===== config.mk =====
export PLATFORM = sky130hd
export DESIGN_NAME = spi_reg_ctrl
export DESIGN_NICKNAME = d
export VERILOG_FILES = /design/src/rtl/spi_reg_ctrl_pkg.sv /design/src/rtl/spi_bus_timeout.sv /design/src/rtl/spi_reg_ctrl.sv
export SDC_FILE = /design/constraint.sdc
export NUM_CORES = 1
export LEC_CHECK = 0
export ABC_AREA = 1
export CAP_MARGIN = 0
export CORE_MARGIN = 2
export CORE_UTILIZATION = 45
export CTS_CLUSTER_SIZE = 16
export DETAILED_ROUTE_END_ITERATION = 8
export PLACE_DENSITY = 0.72
export SLEW_MARGIN = 40
export SYNTH_ARGS = -nofsm -noshare
export SYNTH_HDL_FRONTEND = slang
export SYNTH_SLANG_ARGS = --single-unit

===== constraint.sdc =====
create_clock -name clk -period 2.1 [get_ports clk]
set_input_delay 0.42 -clock clk [delete_from_list [all_inputs] [get_ports clk]]
set_output_delay 0.42 -clock clk [all_outputs]
set_load 0.02 [all_outputs]

===== src/rtl/spi_reg_ctrl_pkg.sv =====
// ---------------------------------------------------------------------------
// spi_reg_ctrl_pkg : state encoding and byte constants for spi_reg_ctrl
// Rev 1.0
// ---------------------------------------------------------------------------
`default_nettype none

package spi_reg_ctrl_pkg;

  typedef enum logic [2:0] {
    ST_IDLE    = 3'd0,
    ST_CMD     = 3'd1,
    ST_WR_WAIT = 3'd2,
    ST_WR_BUS  = 3'd3,
    ST_RD_BUS  = 3'd4,
    ST_RD_WAIT = 3'd5,
    ST_DRAIN   = 3'd6
  } state_t;

  localparam int         CMD_READ_BIT       = 7;
  localparam int         STATUS_OVERRUN_BIT = 7;
  localparam int         STATUS_TIMEOUT_BIT = 6;
  localparam logic [7:0] TX_IDLE            = 8'hFF;

  function automatic logic [7:0] status_byte(input logic overrun, input logic timeout);
    logic [7:0] s;
    s                     = '0;
    s[STATUS_OVERRUN_BIT] = overrun;
    s[STATUS_TIMEOUT_BIT] = timeout;
    return s;
  endfunction

endpackage

`default_nettype wire


===== src/rtl/spi_bus_timeout.sv =====
// ---------------------------------------------------------------------------
// spi_bus_timeout : counts cycles of an outstanding bus request, flags expiry
// Rev 1.0
// ---------------------------------------------------------------------------
`default_nettype none

module spi_bus_timeout #(
  parameter int ACK_TIMEOUT = 15
) (
  input  logic clk,
  input  logic reset,
  input  logic load,
  input  logic run,
  output logic expired
);

  localparam int               CNT_W = $clog2(ACK_TIMEOUT + 1);
  localparam logic [CNT_W-1:0] LAST  = CNT_W'(ACK_TIMEOUT - 1);

  logic [CNT_W-1:0] count;

  // count holds k-1 during the k-th cycle of a request
  assign expired = run && (count == LAST);

  always_ff @(posedge clk) begin
    if (reset || load) begin
      count <= '0;
    end else if (run && !expired) begin
      count <= count + CNT_W'(1);
    end
  end

endmodule

`default_nettype wire


===== src/rtl/spi_reg_ctrl.sv =====
// ---------------------------------------------------------------------------
// spi_reg_ctrl : SPI byte stream to auto-incrementing register read/write bus
// Rev 1.0
// ---------------------------------------------------------------------------
`default_nettype none

module spi_reg_ctrl
  import spi_reg_ctrl_pkg::*;
#(
  parameter int ADDR_BITS   = 7,
  parameter int ACK_TIMEOUT = 15
) (
  input  logic                 clk,
  input  logic                 reset,
  input  logic                 cs_active,
  input  logic                 rx_valid,
  input  logic [7:0]           rx_data,
  output logic [7:0]           tx_data,
  output logic                 tx_ready,
  output logic [ADDR_BITS-1:0] reg_addr,
  output logic [7:0]           reg_wdata,
  output logic                 reg_we,
  output logic                 reg_re,
  input  logic [7:0]           reg_rdata,
  input  logic                 reg_ack,
  output logic                 busy,
  output logic                 err_overrun,
  output logic                 err_timeout
);

  state_t     state;
  logic [7:0] rd_buf;
  logic       rd_buf_valid;
  logic       req;
  logic       req_idle;
  logic       expired;
  logic       timed_out;
  logic       bus_done;
  logic       set_ovr;
  logic       set_tmo;
  logic       clr_err;

  assign req       = reg_we | reg_re;
  assign req_idle  = ~req;
  assign timed_out = expired & ~reg_ack;
  assign bus_done  = req & (reg_ack | expired);
  assign busy      = (state != ST_IDLE);

  spi_bus_timeout #(
    .ACK_TIMEOUT(ACK_TIMEOUT)
  ) u_timeout (
    .clk    (clk),
    .reset  (reset),
    .load   (req_idle),
    .run    (req),
    .expired(expired)
  );

  // Error events; a new error in the STATUS-load cycle wins over the clear
  always_comb begin
    set_tmo = timed_out;
    set_ovr = 1'b0;
    clr_err = 1'b0;
    if (cs_active && rx_valid) begin
      case (state)
        ST_CMD:    clr_err = rx_data[CMD_READ_BIT];
        ST_WR_BUS: set_ovr = 1'b1;
        ST_RD_BUS: set_ovr = ~rd_buf_valid;
        default:   ;
      endcase
    end
  end

  always_ff @(posedge clk) begin
    if (reset) begin
      state        <= ST_IDLE;
      tx_data      <= TX_IDLE;
      tx_ready     <= 1'b0;
      reg_addr     <= '0;
      reg_wdata    <= '0;
      reg_we       <= 1'b0;
      reg_re       <= 1'b0;
      rd_buf       <= '0;
      rd_buf_valid <= 1'b0;
      err_overrun  <= 1'b0;
      err_timeout  <= 1'b0;
    end else begin
      err_overrun <= (err_overrun & ~clr_err) | set_ovr;
      err_timeout <= (err_timeout & ~clr_err) | set_tmo;

      if (state != ST_IDLE && state != ST_DRAIN && !cs_active) begin
        // chip select gone: finish an outstanding request, never start one
        if (req && !bus_done) begin
          state <= ST_DRAIN;
        end else begin
          state        <= ST_IDLE;
          reg_we       <= 1'b0;
          reg_re       <= 1'b0;
          tx_data      <= TX_IDLE;
          tx_ready     <= 1'b0;
          rd_buf_valid <= 1'b0;
        end
      end else begin
        case (state)
          ST_IDLE: begin
            if (cs_active) state <= ST_CMD;
          end
          ST_CMD: begin
            if (rx_valid) begin
              reg_addr <= ADDR_BITS'({1'b0, rx_data[6:0]});
              if (rx_data[CMD_READ_BIT]) begin
                state    <= ST_RD_BUS;
                reg_re   <= 1'b1;
                tx_data  <= status_byte(err_overrun, err_timeout);
                tx_ready <= 1'b1;
              end else begin
                state <= ST_WR_WAIT;
              end
            end
          end
          ST_WR_WAIT: begin
            if (rx_valid) begin
              reg_wdata <= rx_data;
              reg_we    <= 1'b1;
              state     <= ST_WR_BUS;
            end
          end
          ST_WR_BUS: begin
            if (bus_done) begin
              reg_we   <= 1'b0;
              reg_addr <= reg_addr + ADDR_BITS'(1);
              state    <= ST_WR_WAIT;
            end
          end
          ST_RD_BUS: begin
            if (rx_valid && !rd_buf_valid) begin
              tx_data  <= TX_IDLE;
              tx_ready <= 1'b0;
            end
            if (bus_done) begin
              reg_re       <= 1'b0;
              rd_buf       <= reg_ack ? reg_rdata : TX_IDLE;
              rd_buf_valid <= 1'b1;
              state        <= ST_RD_WAIT;
            end
          end
          ST_RD_WAIT: begin
            if (rx_valid) begin
              tx_data      <= rd_buf;
              tx_ready     <= 1'b1;
              rd_buf_valid <= 1'b0;
              reg_addr     <= reg_addr + ADDR_BITS'(1);
              reg_re       <= 1'b1;
              state        <= ST_RD_BUS;
            end
          end
          ST_DRAIN: begin
            if (bus_done) begin
              reg_we       <= 1'b0;
              reg_re       <= 1'b0;
              tx_data      <= TX_IDLE;
              tx_ready     <= 1'b0;
              rd_buf_valid <= 1'b0;
              state        <= ST_IDLE;
            end
          end
          default: state <= ST_IDLE;
        endcase
      end
    end
  end

endmodule

`default_nettype wire

==> results.md, run 1 <==
* Max Buffers Root-to-Sink at 2
* Worst-path clk slew at approximately 0.090 ns
* Setup TNS at 0 ns
* Share of cells above drive strength 1 at between 10% and 20%
* Clock power share at a little under a fifth
* Vias in the first global route at roughly 2200
* First-pass GRT wire length at around 9900 microns
* Synth area leader: dfxtp_1
* Root Buffer Master: clkbuf_8
* WHS at 0.463 ns
* Fill count at 504
* Max-slew headroom at 76.1%
* Std-Cell Rows at 26
* Gate Count Post-Synth at between 300 and 400
* Synth area leaders: dfxtp_1, nand2_1, nand3_1
* Final wirelength at around 6000 microns
* CORE AREA at between 5000 and 6000 sq um
* GRT Total Usage at between 20% and 30%
* CTS tree: built
* Placed Area at around 3000 sq um
* Largest net degree at the start of global routing at 17
* Initial Utilization at between 40 and 50%
* Max IR drop VDD at ~0.57 mV
* Die Wd at 76.3 microns
* Max-slew violation count at 0
* Endpoints failing hold at 0
* Critical Path Source Type: flop
* Area occupied by multi-input gates at roughly 1300 sq um
* Worst-path cell chain: nor2_2 -> nand2_4 -> clkdlybuf4s50_1
* Drt drc at 0
* Comb pwr share at just under 50%
* Setup bufs post-CTS at 0
* Worst setup path class: flop to output pin
* Finished Cell Area at around 3100 sq um
* Total power at between 3 and 4 mW
* F_max at roughly 500 MHz
* Nets at ~430
* CP max-delay cell: clkdlybuf4s50_1
* P&R area growth vs syn at 31.3%
* Antenna violations before repair at 0
* DR pass1 iterations at 4
* Synth cell types at 32
* GP Congestion at slightly below 0.9
* DR vias at between 2000 and 2500
* Synth Cell Area at 2350 sq um
* CP max stage delay at ~0.6 ns
* Synthesized net count at about 370
* HPWL after DPL at about 4600 microns
* Switching Share at around 43%
* Iter 0 DRT Violations at ~140
* Htree depth at 2
* Dpl ws at between 0.09 and 0.1 ns
* Sw power at about 1.6 mW
* R2r setup slk at about 0.32 ns
* Global route overflow at 0
* Sequential share of power at 32.0%
* DR vias/cell at roughly 5
* Later-pin clock latency in the skew report at approximately 0.3 ns
* Post-route insts no fill at approximately 480
* Avg WL per Cell at approximately 13 microns
* YS warnings at 0
* Register area share after synthesis at 37.4%
* Area share of the largest cell type after synthesis at between 30% and 40%
* I/O pin total at 50
* Period minus WS final at around 2.0 ns
* CTS sink cnt at between 40 and 50
* Port-buffer cells at 49
* Final setup violation count at 0
* Synth Register Bits at 44
* Period utilization at approximately 94%
* Post-DRT Antenna Nets at 0
* Skew final at roughly 0.0051 ns
* Worst-margin pin slew at roughly 0.36 ns
* Req. time, crit path at roughly 1.7 ns
* Placed cells at 470
* Outcome: finished clean
* Sequential Area at between 800 and 900 sq um
* MaxCap Viol Count at 0
* N_diodes at 0
* Die area at roughly 5800 sq um
* Die Ht at roughly 76 microns
* Leakage power at 1.35 nW
* RSZ-0062 raised after global routing: false
* Worst min path class: flop to flop
* Worst-path maximum fanout at 7
* Final Core Density at around 60%
* Num CTS Buffers at 5
* Min setup slack post-route at between 0.1 and 0.15 ns
* CP Capture Type: output pin
* PD cells at 1230 nW/um^2
* Avg Cell Area, Syn at 6.78 sq um
* Crit path DAT at 1.56 ns
* Internal at ~2.2 mW
## state kept, by name, summed over array words and instances, names as in the netlist, 3 cells and up
signal           flops
rd_buf               8
reg_wdata            8
tx_data              8
reg_addr             7
u_timeout.count      4
state                3
## power groups by stage
stage / registers (mW) / clock network (mW) / logic (mW)
after floorplan: 1.36 / 0 / 1.10
after global placement: 1.23 / 0 / 1.86
after detailed placement: 1.23 / 0 / 1.87
after CTS: 1.21 / 0.706 / 1.88
after global routing: 1.24 / 0.737 / 2.09
final: 1.21 / 0.693 / 1.88
## layer usage
| metal | wire, microns | global-route usage (%) |
|---|---|---|
| met5 | 0 | 0 |
| met4 | 126 | 9.64 |
| met1 | 2860 | 26.7 |
| met3 | 240 | 4.50 |
| met2 | 2770 | 34.1 |
## cells in the final DEF (no fill, tap or decap), drive strengths merged, types with 6 or more instances in the layout
cell type and n:
a21oi 19, nand3 44, o21ai 21, clkdlybuf4s50 49, inv 30, dfxtp 44
nand2 109, nor2 46, clkbuf 6, nor3 10, buf 11
## cell usage after synthesis (all sizes together)
master  number
buf          3
clkinv       1
a21oi       19
dfxtp       44
nor3        10
nand3b       1
nand3       44
nor2        46
clkbuf       3
a211oi       4
xnor2        2
inv         30
or2          2
o211ai       1
a31oi        2
xor2         1
nand2      109
bufbuf       1
o21ai       21
ha           3
## path summary, 6_finish.rpt
kind	to	startpoint	depth (start not counted)
worst max-delay path	busy	state[1]	3
worst min-delay path	tx_data[0]	tx_data[0]	2
worst max register to register	reg_addr[5]	u_timeout.count[0]	10
worst min register to register	tx_data[0]	tx_data[0]	2
## logic make-up after synthesis
kind of cell / count (synthesis) / share of synthesized area, %
AOI/OAI and AO/OA: 47 / 10.6
xor gates and xnor gates: 3 / 1.12
adders and majority gates: 3 / 1.60
buffers and inverters: 38 / 7.23
DFF: 44 / 37.4
and+or+nand+nor: 212 / 42.0
## critical path: cells and delay by family, from the launching register on
family / cells / cell delay (ns)
buffers and inverters: 1 / 0.61
flip-flops: 1 / 0.45
AND/OR/NAND/NOR: 2 / 0.20
## final cells by class
cell class / count / area share, %
Multi-Input combinational cell: 265 / 42.3
Clock inverter: 2 / 1.26
Clock buffer: 6 / 2.67
Inverter: 31 / 3.77
Tap cell: 70 / 2.84
Timing Repair Buffer: 60 / 18.6
Sequential cell: 44 / 28.6
## what timing repair did
item,in CTS,in global routing
hold buffers,0,0
gates resized for setup,1,2
setup endpoints to repair,1,3
(Power assumes the default switching activity.)
==> run 2: changes to the inputs <==
==> constraint.sdc (replaced) <==
create_clock -name clk -period 2.35 [get_ports clk]
set_input_delay 0.47 -clock clk [delete_from_list [all_inputs] [get_ports clk]]
set_output_delay 0.47 -clock clk [all_outputs]
set_load 0.02 [all_outputs]
==> results.md, run 2 (synthesized netlist as in run 1, its figures left out) <==
* Die Ht at 76.3 microns (unchanged)
* Commonest non-fill, non-tap cell in the layout: nand2_1
* RSZ-0062 raised after global routing: false
* Worst-margin pin slew at 0.376 ns (+0.0182 ns)
* Antenna violations before repair at 0 (unchanged)
* CP max stage delay at 0.61 ns (about the same)
* GP Congestion at 0.828 (-4.3%)
* Drt drc at 0 (unchanged)
* Period utilization at 94.0%
* Most frequent cells in the layout: nand2_1, clkdlybuf4s50_1, dfxtp_1
* Htree depth at 2 (unchanged)
* Max-slew headroom at 74.9% (-1.2 points)
* Worst min path class: flop to flop
* Setup TNS at 0 ns (unchanged)
* Std-Cell Rows at 26 (unchanged)
* Cells on worst reg2reg path at 10 (unchanged)
* Largest net degree at the start of global routing at 17 (unchanged)
* Worst-path maximum fanout at 8 (+1)
* HPWL after DPL at 4610 microns (-0.22%)
* Req. time, crit path at 1.88 ns (+0.20 ns)
* CP Capture Type: output pin
* Worst-path clk slew at 0.08 ns (about the same)
* DR vias at 2376 (-0.50%)
* Hold path startpoint: reg_wdata[0]
* Die area at 5820 sq um (unchanged)
* FF-to-FF End: reg_addr[5]
* Largest regs: rd_buf: 8 flops, reg_wdata: 8 flops, tx_data: 8 flops
* Num CTS Buffers at 5 (unchanged)
* Port-buffer cells at 49 (unchanged)
* GRT Total Usage at 20.7% (-0.32 points)
* Global route overflow at 0 (unchanged)
* N_diodes at 0 (unchanged)
* Fill count at 514 (+2.0%)
* Root Buffer Master: clkbuf_8
* Initial Utilization at 46.4% (unchanged)
* MaxCap Viol Count at 0 (unchanged)
* Min setup slack post-route at 0.140 ns (+0.0228 ns)
* Hold_buf cts at 0 (unchanged)
* F_max at about 450 MHz
* Worst Hold End: reg_wdata[0]
* PD cells at 1070 nW/um^2 (-13%)
* I/O pin total at 50 (unchanged)
* Later-pin clock latency in the skew report at 0.29 ns (about the same)
* RR Startpoint: u_timeout.count[0]
* Skew final at 0.00245 ns (-0.00269 ns)
* Vias in the first global route at 2188 (-2.0%)
* Max IR drop VDD at 0.535 mV (-5.9%)
* Worst setup path class: flop to output pin
* Max Buffers Root-to-Sink at 2 (unchanged)
* Critical Path Source Type: flop
* CTS sink cnt at 44 (unchanged)
* R2r setup slk at 0.37 ns (+0.05 ns)
* Post-cts gate resize count at 0 (-1)
* Outcome: finished clean
* Setup bufs post-CTS at 0 (unchanged)
* Dpl ws at 0.160 ns (+0.0696 ns)
* Worst-path cell chain: inv_2 -> nand2_4 -> clkdlybuf4s50_1
* Min-Delay Path Depth at 2 (unchanged)
* First-pass GRT wire length at 9970 microns (+0.34%)
* Die Wd at 76.3 microns (unchanged)
* Crit path DAT at 1.74 ns (+0.18 ns)
* Nets at 426 (-1.2%)
* Final wirelength at 5970 microns (-0.63%)
* Leakage power at 1.30 nW (-3.3%)
* Max-slew violation count at 0 (unchanged)
* DR pass1 iterations at 4 (unchanged)
* CORE AREA at 5070 sq um (unchanged)
* Avg WL per Cell at 12.6 microns (+0.42%)
* Post-DRT Antenna Nets at 0 (unchanged)
* Endpoints failing hold at 0 (unchanged)
* Period minus WS final at between 2 and 2.5 ns
* CTS tree: built
* P&R area growth vs syn at 27.8%
* Final setup violation count at 0 (unchanged)
* CP max-delay cell: clkdlybuf4s50_1
* Iter 0 DRT Violations at 141 (+2.2%)
* Share of cells above drive strength 1 at 9.43% (-2.3 points)
* DR vias/cell at 5.02 (+0.55%)
[run 2: cell types whose count changed in the layout (fill, tap and decap cells not counted)]
| cell | before | now |
|---|---|---|
| buf_4 | 11 | 6 |
| clkbuf_1 | 0 | 2 |
| dfxtp_1 | 42 | 44 |
| dfxtp_2 | 2 | 0 |
| bufinv_16 | 1 | 0 |
| clkbuf_8 | 6 | 5 |
| nand3_1 | 40 | 41 |
| nand3_2 | 3 | 2 |
[run 2: critical path, delay by kind of cell, from the launching register on]
kind | cells | cell delay (ns)
flops | 1 | 0.53
simple gates | 1 | 0.15
buf+inv | 2 | 0.76
[run 2: worst max-delay path by stage]
| stage | from | to | slack [ns] | cells after the start |
|---|---|---|---|---|
| after floorplan | u_timeout.count[0] | reg_addr[5] | 0.78 | 10 |
| after global placement | cs_active | reg_addr[4] | 0.18 | 10 |
| after detailed placement | cs_active | reg_addr[4] | 0.16 | 10 |
| after CTS | state[2] | busy | 0.15 | 3 |
| after global routing | state[2] | busy | 0.08 | 3 |
| final | state[2] | busy | 0.14 | 3 |
[run 2: per-layer routing]
metal	global-route usage, %	vias to the layer above	part of all wire, %
met1	26.2	1080	46
met3	3.79	8	4.0
li1	-	1239	-
met5	0	-	0
met4	6.55	0	1.5
met2	35.6	49	49
[run 2: metrics by stage]
stage               power, mW  cell area (sq um)  hold slack, ns  std cells  utilization, %
floorplan                2.20               2350           0.435        347               -
global placement         2.73               2920           0.446        465            57.6
detailed placement       2.75               2920           0.453        465            57.6
CTS                      3.22               3010           0.470        473            59.2
global route             3.47               3010           0.481        473            59.2
finish                   3.21               3010           0.467        473            59.2
[run 2: area by class of cell]
class                           instances  area (sq um)  area share, %
Timing Repair Buffer                   55           536           17.8
Sequential cell                        44           881           29.3
Multi-Input combinational cell        265          1300           43.3
Clock buffer                            7          76.3           2.54
Inverter                               31           116           3.87
Tap cell                               70          87.6           2.91
Clock inverter                          1          8.76          0.291
[run 2: report_power, final]
group,switching [mW],total [mW],internal (mW),leakage [nW]
Combinational,1.02,1.65,0.631,0.901
Clock,0.261,0.473,0.213,0.0424
Sequential,0.164,1.09,0.922,0.360
==> run 3: changes to the inputs <==
--- a/config.mk
+++ b/config.mk
@@ -16,3 +16,4 @@
 export SYNTH_ARGS = -nofsm -noshare
 export SYNTH_HDL_FRONTEND = slang
 export SYNTH_SLANG_ARGS = --single-unit
+export TNS_END_PERCENT = 30
==> results of run 3 <==
The final DEF is identical to that of run 2; final timing and power are the same.
